--- config.mk ---
export PLATFORM = sky130hd
export DESIGN_NAME = reg_scoreboard
export DESIGN_NICKNAME = d
export VERILOG_FILES = /design/src/rtl/reg_sb_pkg.sv /design/src/rtl/modrm_dest_decode.sv /design/src/rtl/reg_scoreboard.sv
export SDC_FILE = /design/constraint.sdc
export NUM_CORES = 1
export LEC_CHECK = 0
export CAP_MARGIN = 20
export CORE_MARGIN = 3
export CORE_UTILIZATION = 50
export CTS_CLUSTER_SIZE = 20
export DETAILED_ROUTE_END_ITERATION = 10
export GPL_ROUTABILITY_DRIVEN = 1
export HOLD_SLACK_MARGIN = 0.15
export PLACE_DENSITY = 0.78
export SYNTH_ARGS = -nofsm -noshare
export SYNTH_HDL_FRONTEND = slang
export SYNTH_SLANG_ARGS = --single-unit
--- constraint.sdc ---
create_clock -name clk -period 5.7 [get_ports clk]
set_clock_uncertainty 0.15 [all_clocks]
set_input_delay 1.71 -clock clk [delete_from_list [all_inputs] [get_ports clk]]
set_output_delay 1.71 -clock clk [all_outputs]
set_load 0.03 [all_outputs]
--- src/rtl/reg_sb_pkg.sv ---
// rtl/reg_sb_pkg.sv - shared modrm field layout, sizing defaults and register index type
//
// Purpose: constants and types shared by the register scoreboard and its
//          modrm destination decoder.
// Contents:
//   NREG_DEF, CNT_W_DEF  default scoreboard sizing
//   IDX_W                register index width (fixed at 3)
//   MOD_*/REG_*/RM_*     modrm bit positions
//   MOD_REG              mod value selecting the register-direct form
//   reg_idx_t            architectural register index
//   is_reg_direct()      true when modrm names a register in its rm field

package reg_sb_pkg;

  localparam int NREG_DEF  = 8;
  localparam int CNT_W_DEF = 3;
  localparam int IDX_W     = 3;

  // modrm = {mod[7:6], reg[5:3], rm[2:0]}
  localparam int MOD_HI = 7;
  localparam int MOD_LO = 6;
  localparam int REG_HI = 5;
  localparam int REG_LO = 3;
  localparam int RM_HI  = 2;
  localparam int RM_LO  = 0;

  localparam logic [1:0] MOD_REG = 2'b11;

  typedef logic [IDX_W-1:0] reg_idx_t;

  function automatic logic is_reg_direct(input logic [7:0] modrm);
    return modrm[MOD_HI:MOD_LO] == MOD_REG;
  endfunction

  function automatic reg_idx_t reg_field(input logic [7:0] modrm);
    return modrm[REG_HI:REG_LO];
  endfunction

  function automatic reg_idx_t rm_field(input logic [7:0] modrm);
    return modrm[RM_HI:RM_LO];
  endfunction

endpackage

--- src/rtl/modrm_dest_decode.sv ---
// rtl/modrm_dest_decode.sv - destination register decode from a modrm byte
//
// Purpose: turn {modrm, rmsel, we} into the GPR written by an instruction.
//          Used identically at the issue point and at writeback so both
//          sides of the scoreboard agree on which counter to touch.
// Ports:
//   modrm  in   8  modrm byte
//   rmsel  in   1  0: destination is reg field, 1: destination is rm field
//   we     in   1  instruction writes a GPR
//   dest   out  3  destination register index
//   ldreg  out  1  a GPR is actually written

module modrm_dest_decode
  import reg_sb_pkg::*;
(
  input  logic [7:0] modrm,
  input  logic       rmsel,
  input  logic       we,
  output reg_idx_t   dest,
  output logic       ldreg
);

  always_comb begin
    dest  = reg_field(modrm);
    ldreg = we;
    if (rmsel) begin
      dest = rm_field(modrm);
      // A memory-form rm names an address base, not a written register.
      ldreg = we & is_reg_direct(modrm);
    end
  end

endmodule

--- src/rtl/reg_scoreboard.sv ---
// rtl/reg_scoreboard.sv - in-flight GPR write tracker with decode hazard check and issue gating
//
// Purpose: counts outstanding writes per GPR between issue and writeback,
//          flags read-after-write hazards for the decode slot and decides
//          whether the decode instruction issues this cycle.
// Ports:
//   clk, rst_n                   clock, asynchronous active-low reset
//   q_v                          decode slot valid
//   q_ro_needed, q_rm_needed     decode reads reg / rm field register
//   q_modrm, q_we, q_rmsel       decode modrm, writes-GPR, destination select
//   stall                        downstream stall
//   wb_v, wb_we, wb_modrm,
//   wb_rmsel                     writeback destination description
//   flush                        synchronous clear of all counters
//   dep                          decode instruction has a RAW hazard
//   issue                        decode instruction accepted this cycle
//   pending[NREG]                registered "counter nonzero" per register
//   err_ovf                      sticky: issue blocked by a saturated counter
//   err_unf                      sticky: writeback hit a zero counter

module reg_scoreboard
  import reg_sb_pkg::*;
#(
  parameter int NREG  = NREG_DEF,
  parameter int CNT_W = CNT_W_DEF
) (
  input  logic            clk,
  input  logic            rst_n,
  input  logic            q_v,
  input  logic            q_ro_needed,
  input  logic            q_rm_needed,
  input  logic [7:0]      q_modrm,
  input  logic            q_we,
  input  logic            q_rmsel,
  input  logic            stall,
  input  logic            wb_v,
  input  logic            wb_we,
  input  logic [7:0]      wb_modrm,
  input  logic            wb_rmsel,
  input  logic            flush,
  output logic            dep,
  output logic            issue,
  output logic [NREG-1:0] pending,
  output logic            err_ovf,
  output logic            err_unf
);

  localparam logic [CNT_W-1:0] CNT_MAX = '1;

  logic [CNT_W-1:0] cnt_q [NREG];
  logic [CNT_W-1:0] cnt_d [NREG];
  logic [NREG-1:0]  pending_q, pending_d;
  logic             err_ovf_q, err_ovf_d;
  logic             err_unf_q, err_unf_d;

  reg_idx_t iss_dest, wb_dest;
  logic     iss_ld, wb_ld;

  modrm_dest_decode u_iss_dec (
    .modrm (q_modrm),
    .rmsel (q_rmsel),
    .we    (q_we),
    .dest  (iss_dest),
    .ldreg (iss_ld)
  );

  modrm_dest_decode u_wb_dec (
    .modrm (wb_modrm),
    .rmsel (wb_rmsel),
    .we    (wb_we),
    .dest  (wb_dest),
    .ldreg (wb_ld)
  );

  // Hazard query reads only registered counters: no writeback bypass, and
  // an instruction's own write never makes it depend on itself.
  reg_idx_t ro_src, rm_src;
  logic     ro_busy, rm_busy, full, open_slot;

  always_comb begin
    ro_src  = reg_field(q_modrm);
    rm_src  = rm_field(q_modrm);
    ro_busy = q_ro_needed & (cnt_q[ro_src] != '0);
    rm_busy = q_rm_needed & is_reg_direct(q_modrm) & (cnt_q[rm_src] != '0);
    dep     = q_v & (ro_busy | rm_busy);
    full    = q_v & iss_ld & (cnt_q[iss_dest] == CNT_MAX);
    // Instruction would go if it weren't for its saturated destination.
    open_slot = q_v & ~stall & ~dep;
    issue   = open_slot & ~full & ~flush;
  end

  logic [NREG-1:0] inc_v, dec_v;
  logic            unf_hit;

  always_comb begin
    unf_hit = 1'b0;
    inc_v   = '0;
    dec_v   = '0;
    for (int r = 0; r < NREG; r++) begin
      cnt_d[r] = cnt_q[r];
      inc_v[r] = issue & iss_ld & (iss_dest == r[IDX_W-1:0]);
      dec_v[r] = wb_v & wb_ld & (wb_dest == r[IDX_W-1:0]);
      if (flush) begin
        // Flush discards this cycle's issue and writeback entirely.
        cnt_d[r] = '0;
      end else if (inc_v[r] && !dec_v[r]) begin
        cnt_d[r] = cnt_q[r] + 1'b1;
      end else if (dec_v[r] && !inc_v[r]) begin
        if (cnt_q[r] != '0) begin
          cnt_d[r] = cnt_q[r] - 1'b1;
        end else begin
          unf_hit = 1'b1;
        end
      end
    end
  end

  always_comb begin
    pending_d = '0;
    for (int r = 0; r < NREG; r++) begin
      pending_d[r] = (cnt_d[r] != '0);
    end
    err_ovf_d = err_ovf_q | (open_slot & full);
    err_unf_d = err_unf_q | unf_hit;
  end

  always_ff @(posedge clk or negedge rst_n) begin
    if (!rst_n) begin
      for (int r = 0; r < NREG; r++) begin
        cnt_q[r] <= '0;
      end
      pending_q <= '0;
      err_ovf_q <= 1'b0;
      err_unf_q <= 1'b0;
    end else begin
      for (int r = 0; r < NREG; r++) begin
        cnt_q[r] <= cnt_d[r];
      end
      pending_q <= pending_d;
      err_ovf_q <= err_ovf_d;
      err_unf_q <= err_unf_d;
    end
  end

  assign pending = pending_q;
  assign err_ovf = err_ovf_q;
  assign err_unf = err_unf_q;

endmodule

## Yosys cells after proc, flatten, opt, wreduce, memory -nomap -nowiden

Index checks and enable logic that the tools add are counted.

| operators by class | value |
|---|---|
| reductions and logical operators | 52 |
| bitwise logic cells | 41 |
| eq/ne operators | 17 |
| add/subtract/negate cells | 16 |
| multiplexer cells | 77 |
| $lt $le $gt $ge | 3 |

Operator list:

| kind | number |
|---|---|
| 3-bit two-way mux | 40 |
| 3-bit nonzero test | 18 |
| 1-bit two-way mux | 34 |
| 1-bit AND | 31 |
| 3-bit binary-select mux with 3-bit select | 3 |
| 3-bit equality test, second input constant | 9 |
| 3-bit by 1-bit adder with 3-bit output, second input constant | 8 |
| 3-bit by 1-bit subtractor with 3-bit output, second input constant | 8 |
| 1-bit logical AND | 16 |
| 1-bit logical NOT | 16 |
| 3-bit by 2-bit equality test with 1-bit output, second input constant | 4 |
| 4-bit >= comparator, second input constant | 3 |
| 3-bit NOT with 4-bit output | 3 |
| 3-bit by 1-bit equality test with 1-bit output, second input constant | 2 |
| 3-bit logical NOT | 2 |
| 2-bit equality test, second input constant | 2 |
| 1-bit NOT | 4 |
| 1-bit OR | 3 |

| word-level totals | value |
|---|---|
| bits in registers | 34 |
| word-level logic and storage cells | 217 |
| output and inout port bits | 12 |
| bits of input ports | 28 |

## Logic depth before layout (Yosys ltp)

| logic depth | value |
|---|---|
| depth after elaboration | 48 |
| depth in mapped cells | 11 |
| gate-level depth less buffers | 8 |

## Cells and area by module

From an unflattened synthesis, not the netlist that was laid out.

| second synthesis, totals | value |
|---|---|
| cell total of the unflattened synthesis | 360 |
| area total of the unflattened synthesis | 3051.7 um^2 |

Modules (own cells, without submodules):

| module | area an instance (um^2) | times used | seq. area each (um^2) | cells each |
|---|---|---|---|---|
| reg_scoreboard | 2961.6 | 1 | 850.8 | 350 |
| modrm_dest_decode | 45.0 | 2 | 0.0 | 5 |

## Least setup slack after synthesis

OpenSTA, ideal clock, no wires.

| timing path | value |
|---|---|
| path type | input-to-output |
| start point | input q_modrm[3] |
| end point | output issue |
| slack | 217 ps |
| stages | 8 |
| data arrival time | 3623 ps |
| buffers on the path | 3 |
| required time | 3840 ps |
| cells stage by stage | buf_6 -> nand2b_4 -> or4_1 -> nand3_1 -> nand4_2 -> buf_6 -> clkbuf_1 -> nor3_1 |

| on the way | value |
|---|---|
| cells in the longest elaborated chain, start to end | 12 |
| elaborated cells on any way between the ends | 20 |
| classes of those cells | eq/ne (1); mux (7); bitwise (11); reduce/logical (1) |

Ends and longest elaborated chain:

| what | RTL line | source |
|---|---|---|
| start, declared | reg_scoreboard.sv:32 | `input logic [7:0] q_modrm,` |
| 3-bit NOT with 4-bit output (implied by the code) | reg_scoreboard.sv:83 | `ro_busy = q_ro_needed & (cnt_q[ro_src] != '0);` |
| 3-bit binary-select mux with 3-bit select | reg_scoreboard.sv:83 |  |
| 3-bit two-way mux (implied by the code) (2 in series) | reg_scoreboard.sv:83 |  |
| 3-bit nonzero test | reg_scoreboard.sv:83 |  |
| 1-bit AND | reg_scoreboard.sv:83 |  |
| 1-bit OR | reg_scoreboard.sv:85 | `dep = q_v & (ro_busy \| rm_busy);` |
| 1-bit AND | reg_scoreboard.sv:85 |  |
| 1-bit NOT | reg_scoreboard.sv:88 | `open_slot = q_v & ~stall & ~dep;` |
| 1-bit AND | reg_scoreboard.sv:88 |  |
| 1-bit AND (*) (2 in series) | reg_scoreboard.sv:89 | `issue = open_slot & ~full & ~flush;` |
| end, declared | reg_scoreboard.sv:42 | `output logic issue,` |

Every way passes the cells marked *; elsewhere a longest branch is shown, timed or not. The select of a mux whose other input is x is not followed.

## Final worst setup path

| timing path | value |
|---|---|
| start point | input q_rmsel |
| end point | output issue |

| on the way | value |
|---|---|
| cells in the longest elaborated chain, start to end | 10 |
| elaborated cells on any way between the ends | 12 |
| classes of those cells | eq/ne (1); mux (5); bitwise (6) |

Ends and longest elaborated chain:

| what | RTL line | source |
|---|---|---|
| start, declared | reg_scoreboard.sv:34 | `input logic q_rmsel,` |
| 3-bit two-way mux | modrm_dest_decode.sv:26 | `if (rmsel) begin` |
| 3-bit NOT with 4-bit output (implied by the code) | reg_scoreboard.sv:86 | `full = q_v & iss_ld & (cnt_q[iss_dest] == CNT_MAX);` |
| 3-bit binary-select mux with 3-bit select | reg_scoreboard.sv:86 |  |
| 3-bit two-way mux (implied by the code) (2 in series) | reg_scoreboard.sv:86 |  |
| 3-bit equality test | reg_scoreboard.sv:86 |  |
| 1-bit AND (*) | reg_scoreboard.sv:86 |  |
| 1-bit NOT (*) | reg_scoreboard.sv:89 |  |
| 1-bit AND (*) (2 in series) | reg_scoreboard.sv:89 |  |

Marked as above.

==> results.yml <==
power_and_ir_drop:
  p_leak_uw: 0.001555
  powerDensity_nw_per_um2: 141.0
  finalPower_uw: 537.8
  irDropWorstVdd_v: 0.00009738
cts:
  h-tree-depth: 2
  cts_sinks: 34
  cts-root-buf: "clkbuf_8"
  cts_tree: "yes"
  cts_hold_buffers: 0
  cts_buffers: 5
  insertion_delay_ps: 290
  clockBufferDepth: 2
  clkTransAtPathRegs_ps: 70
finish:
  final_nets: 501
  final_cell_mix: "nor2_1, clkdlybuf4s50_1, nand2_1, dfrtp_1, inv_1"
  areaGrowthSynthToFinish_pct: 18.23
  layout_commonest_cell: "nor2_1"
  antennaDiodeCount: 0
  drive_gt1_frac: 0.09354
worst_setup_path:
  start_kind: "input port"
  arrival_ps: 3720
  criticalPathCategory: "input port to output port"
  worstSetupEndpointType: "output port"
  cp.required_ps: 3840
  critPathMaxFanout: 9
global_routing:
  grt_pass1_vias: 2905
  met3_usage: 0.03992
  grt_max_degree: 35
  grt_antenna_before_repair: 0
  gr-usage-met1: 0.3195
  gr-total-overflow: 0
  grt_busiest_layer: "met2"
  met2_usage: 0.3734
  grt_pass1_wl_mm: 13.76
  track_usage: 0.2313
synth:
  synthArstFlopShare: 1.000
  synth_warnings: 0
  synth_edf_count: 0
  synthFlopType: "dfrtp_1"
  synth_seq_cells: 34
  syn_area_per_cell_sq_um: 7.984
  synth_seq_area_share: 0.2638
  synth_fp_nets: 456
  netlist_instances: 404
  synth_cell_types: 63
  syn-cell-area_sq_um: 3226
flow_run:
  drv_cap: 0
floorplan:
  die_h_microns: 86.32
  io_pins: 40
  die_w_microns: 86.32
  start_util: 0.5291
  die-area_sq_um: 7451
  core_sq_um: 6096
  num_rows: 28
sta:
  hold_viol_final: 0
  fin_crit_ps: 5576
  final.setup.worst_slack_ps: 124.2
  finalSetupViolations: 0
  timing.slew.headroom: 0.4879
  fmax_mhz: 179.3
  min_period_over_period: 0.9782
  worst_pin_slew_ps: 760.1
  slew_viol_final: 0
drt:
  via_per_inst: 6.107
  first_iter_violations: 263
  vias: 3200
  ant_nets: 0
  drcViolationCount: 0
  firstDrtPassIters: 5
  wirelength_mm: 8.448
  wl_per_cell_microns: 16.12
hold_path:
  hold_class: "flop to flop"
place:
  globalplace.congestion: 1.002
  dp_hpwl_mm: 6.532
  io_buffers: 39
  post-place-ws_ps: 125.9
run_status:
  status: "finished, final reports clean"
## path summary, 6_finish.rpt
kind | from | endpoint | slack (ps) | cells after the start
worst max-delay path | q_rmsel | issue | 120 | 10
max in group asynchronous | rst_n | cnt_q[14]$_DFF_PN0_ | 3390 | 2
worst max register to register | cnt_q[6]$_DFF_PN0_ | pending[7]$_DFF_PN0_ | 2310 | 9
worst min-delay path | err_ovf$_DFF_PN0_ | err_ovf$_DFF_PN0_ | 360 | 1
min in group asynchronous | rst_n | cnt_q[12]$_DFF_PN0_ | 1690 | 2
worst min register to register | err_ovf$_DFF_PN0_ | err_ovf$_DFF_PN0_ | 360 | 1
## per-stage QoR
| stage | TNS [ps] | area (sq um) | util | hold WS (ps) | instances |
|---|---|---|---|---|---|
| finish | 0 | 3814 | 0.6256 | 358.4 | 524 |
| global route | -9.365 | 3814 | 0.6256 | 371.9 | 524 |
| CTS | 0 | 3804 | 0.6240 | 351.5 | 524 |
| detailed placement | 0 | 3724 | 0.6108 | 319.8 | 517 |
| global placement | 0 | 3724 | 0.6108 | 349.1 | 517 |
| floorplan | 0 | 3226 | - | 402.0 | 404 |
## worst max-delay path: stages
cell             delay (ps)
clkdlybuf4s50_1         610
buf_4                   190
and3b_1                 230
o21ai_0                 120
o2111ai_1               150
nor2_1                   70
nor2_1                  100
nor2_1                   60
nor3_1                  260
buf_4                   230
## report_power, final
part / leakage (uW) / internal [uW] / switching, uW
Clock: 0.0000373 / 83.8 / 90.8
Sequential: 0.000473 / 245 / 3.41
Combinational: 0.00104 / 50.5 / 64.1
## synth_stat cells, types with 4 or more instances
master,count,area share
inv_1,32,0.037
nor3b_1,6,0.014
ha_1,24,0.093
dfrtp_1,34,0.26
nand2_1,34,0.040
a21oi_1,16,0.025
nor2_1,55,0.064
nand3b_1,4,0.0093
a31oi_1,7,0.014
nor3_1,18,0.028
nand3_1,11,0.017
xnor2_1,7,0.019
nor4_1,5,0.0097
nor2b_1,9,0.017
a32oi_1,4,0.011
mux2_2,9,0.031
o22ai_1,6,0.012
nand2b_1,9,0.017
o21ai_0,15,0.023
mux2i_1,10,0.031
o32ai_1,4,0.011
and2_1,6,0.012
clkbuf_1,9,0.010
## metal layers
metal	vias up	part of all wire
met5	-	0
met4	0	0.017
met3	16	0.082
met2	127	0.46
met1	1504	0.44
li1	1553	-
## final cells by class
cell class	count	area [sq um]
Sequential cell	34	850.8
Multi-Input combinational cell	327	2203
Clock buffer	6	72.57
Clock inverter	1	7.507
Inverter	32	120.1
Tap cell	75	93.84
Fill cell	551	2282
Timing Repair Buffer	49	465.4
## cells by family after synthesis
group | share of synthesized area
flip-flops | 0.2638
multiplexers | 0.06594
XOR/XNOR | 0.01901
AO/OA/AOI/OAI | 0.2017
adder cells (fa/ha/maj) | 0.09310
AND/OR/NAND/NOR | 0.3018
buffers and inverters | 0.05469
## registers in the layout, indices dropped and copies added, names as in the netlist
register,count
pending,8
cnt_q,24
err_unf,1
err_ovf,1
## what timing repair did
item                                    4_1_cts  5_1_grt
gates resized for setup                       0        3
buffers inserted                              0        0
endpoints found under the setup margin        0        1
(Power assumes the default switching activity.)
==> edit (config.mk and constraints unchanged) <==
Change the package constant `CNT_W_DEF` from 3 to 6.
--- a/src/rtl/reg_sb_pkg.sv
+++ b/src/rtl/reg_sb_pkg.sv
@@ -13,7 +13,7 @@
 package reg_sb_pkg;
 
   localparam int NREG_DEF  = 8;
-  localparam int CNT_W_DEF = 3;
+  localparam int CNT_W_DEF = 6;
   localparam int IDX_W     = 3;
 
   // modrm = {mod[7:6], reg[5:3], rm[2:0]}
Formal check against the unedited RTL: same outputs for any inputs over 4 cycles, from zero or initial values and one cycle with rst_n low; that may be too few to reach the edited logic, so the function may still have changed.
==> edit against the unedited design <==
- count of clock-buffer cells in the layout increased by 5
- sequential cell count increased by 24
- worst hold slack got worse by 0.024 ns
- cell area increased by 52%
- area after synthesis increased by 58%
- core utilization decreased by 3.5 points
- power increased by 100%
- wire length increased by 65%
- worst setup slack got worse by 0.032 ns
- non-clock buffer count increased by 6
- combinational power increased by 120%
==> edit: results (changes against the unedited design) <==
INFO  metric largest_register_ffs = 48 (+100%)
INFO  metric grtUsageTotal = 24.8% (+1.7 points)
INFO  metric final_layout_size_suffix_gt1_share = 11.0% (+1.7 points)
INFO  metric critical-path-max-stage-delay = 0.66 ns (+0.05 ns)
INFO  metric final_cell_count_no_fill = 777 (+48%)
INFO  metric layout.clock_buffers = 11 (+5)
INFO  metric vdd_ir_drop_max = 0.000116 V (+20%)
INFO  metric placed_inst_area = 0.00560 sq mm (+50%)
INFO  metric htreeDepth = 3 (+1)
INFO  metric place.detailed.instances = 763 (+48%)
INFO  metric avgViaCountPerCell = 6.25 (+2.4%)
INFO  metric synth-adder-area-share = 5.90% (-3.4 points)
INFO  metric switching_fraction = 30.6% (+1.1 points)
INFO  metric grt_start_max_net_pins = 54 (+54%)
INFO  metric synth-xor-area-share = 5.16% (+3.3 points)
INFO  metric clk_share = 3.30% (+1.2 points)
INFO  metric synth_compound_area_share = 15.9% (-4.3 points)
INFO  metric n_all_buffers = 55 (+12%)
INFO  metric numCtsBuffers = 9 (+4)
INFO  metric num-nets-final = 693 (+38%)
INFO  metric actual_transition_at_the_worst_max_transition_pin = 0.899 ns (+0.139 ns)
INFO  metric syn-num-nets = 654 (+43%)
INFO  metric post_synth_num_cell_types = 76 (+21%)
INFO  metric power.static_leakage = 2.58 nW (+66%)
INFO  metric synth_sequential_area_ratio = 28.5% (+2.2 points)
INFO  metric status = complete, no violations
INFO  metric grt_util_met3 = 4.46% (+0.46 points)
INFO  metric dp_hpwl = 10.7 mm (+63%)
INFO  metric filler_cell_count = 884 (+60%)
-- edit: changes by cell type after synthesis, moves of 8 or more --
cell,change
sky130_fd_sc_hd__nand3_1,+27
sky130_fd_sc_hd__dfrtp_1,+24
sky130_fd_sc_hd__nand2_1,+23
sky130_fd_sc_hd__and2_1,+22
sky130_fd_sc_hd__mux2i_1,+15
sky130_fd_sc_hd__nand4_1,+14
sky130_fd_sc_hd__xor2_1,+14
sky130_fd_sc_hd__a21oi_1,+9
sky130_fd_sc_hd__and3_1,+9
sky130_fd_sc_hd__inv_1,-9
sky130_fd_sc_hd__xnor2_1,+9
sky130_fd_sc_hd__buf_2,+8
sky130_fd_sc_hd__o21ai_0,-8
-- edit: kinds of logic (layout without fill, tap and decap cells) --
group | Yosys count | after routing
muxes | 31 | 31
AOI/OAI and AO/OA | 110 | 110
adders and majority gates | 24 | 24
and+or+nand+nor | 298 | 298
buffers and inverters | 51 | 93
DFF | 58 | 58
xor gates and xnor gates | 30 | 30
-- edit: power by group through the flow --
stage               combinational, W  sequential, W  clock, W
CTS                         0.000254       0.000450  0.000389
finish                      0.000256       0.000450  0.000381
global placement            0.000246       0.000456         0
global route                0.000276       0.000453  0.000411
floorplan                   0.000138       0.000474         0
detailed placement          0.000252       0.000457         0
-- edit: path summary, 6_finish.rpt --
kind | start | to | slack [ns] | depth (start not counted)
max in group asynchronous | rst_n | cnt_q[46] | 3.48 | 2
min in group asynchronous | rst_n | cnt_q[22] | 1.02 | 1
max | q_modrm[1] | issue | 0.09 | 8
min reg2reg | err_ovf | err_ovf | 0.33 | 1
min | err_ovf | err_ovf | 0.33 | 1
max reg2reg | cnt_q[42] | pending[5] | 1.80 | 11
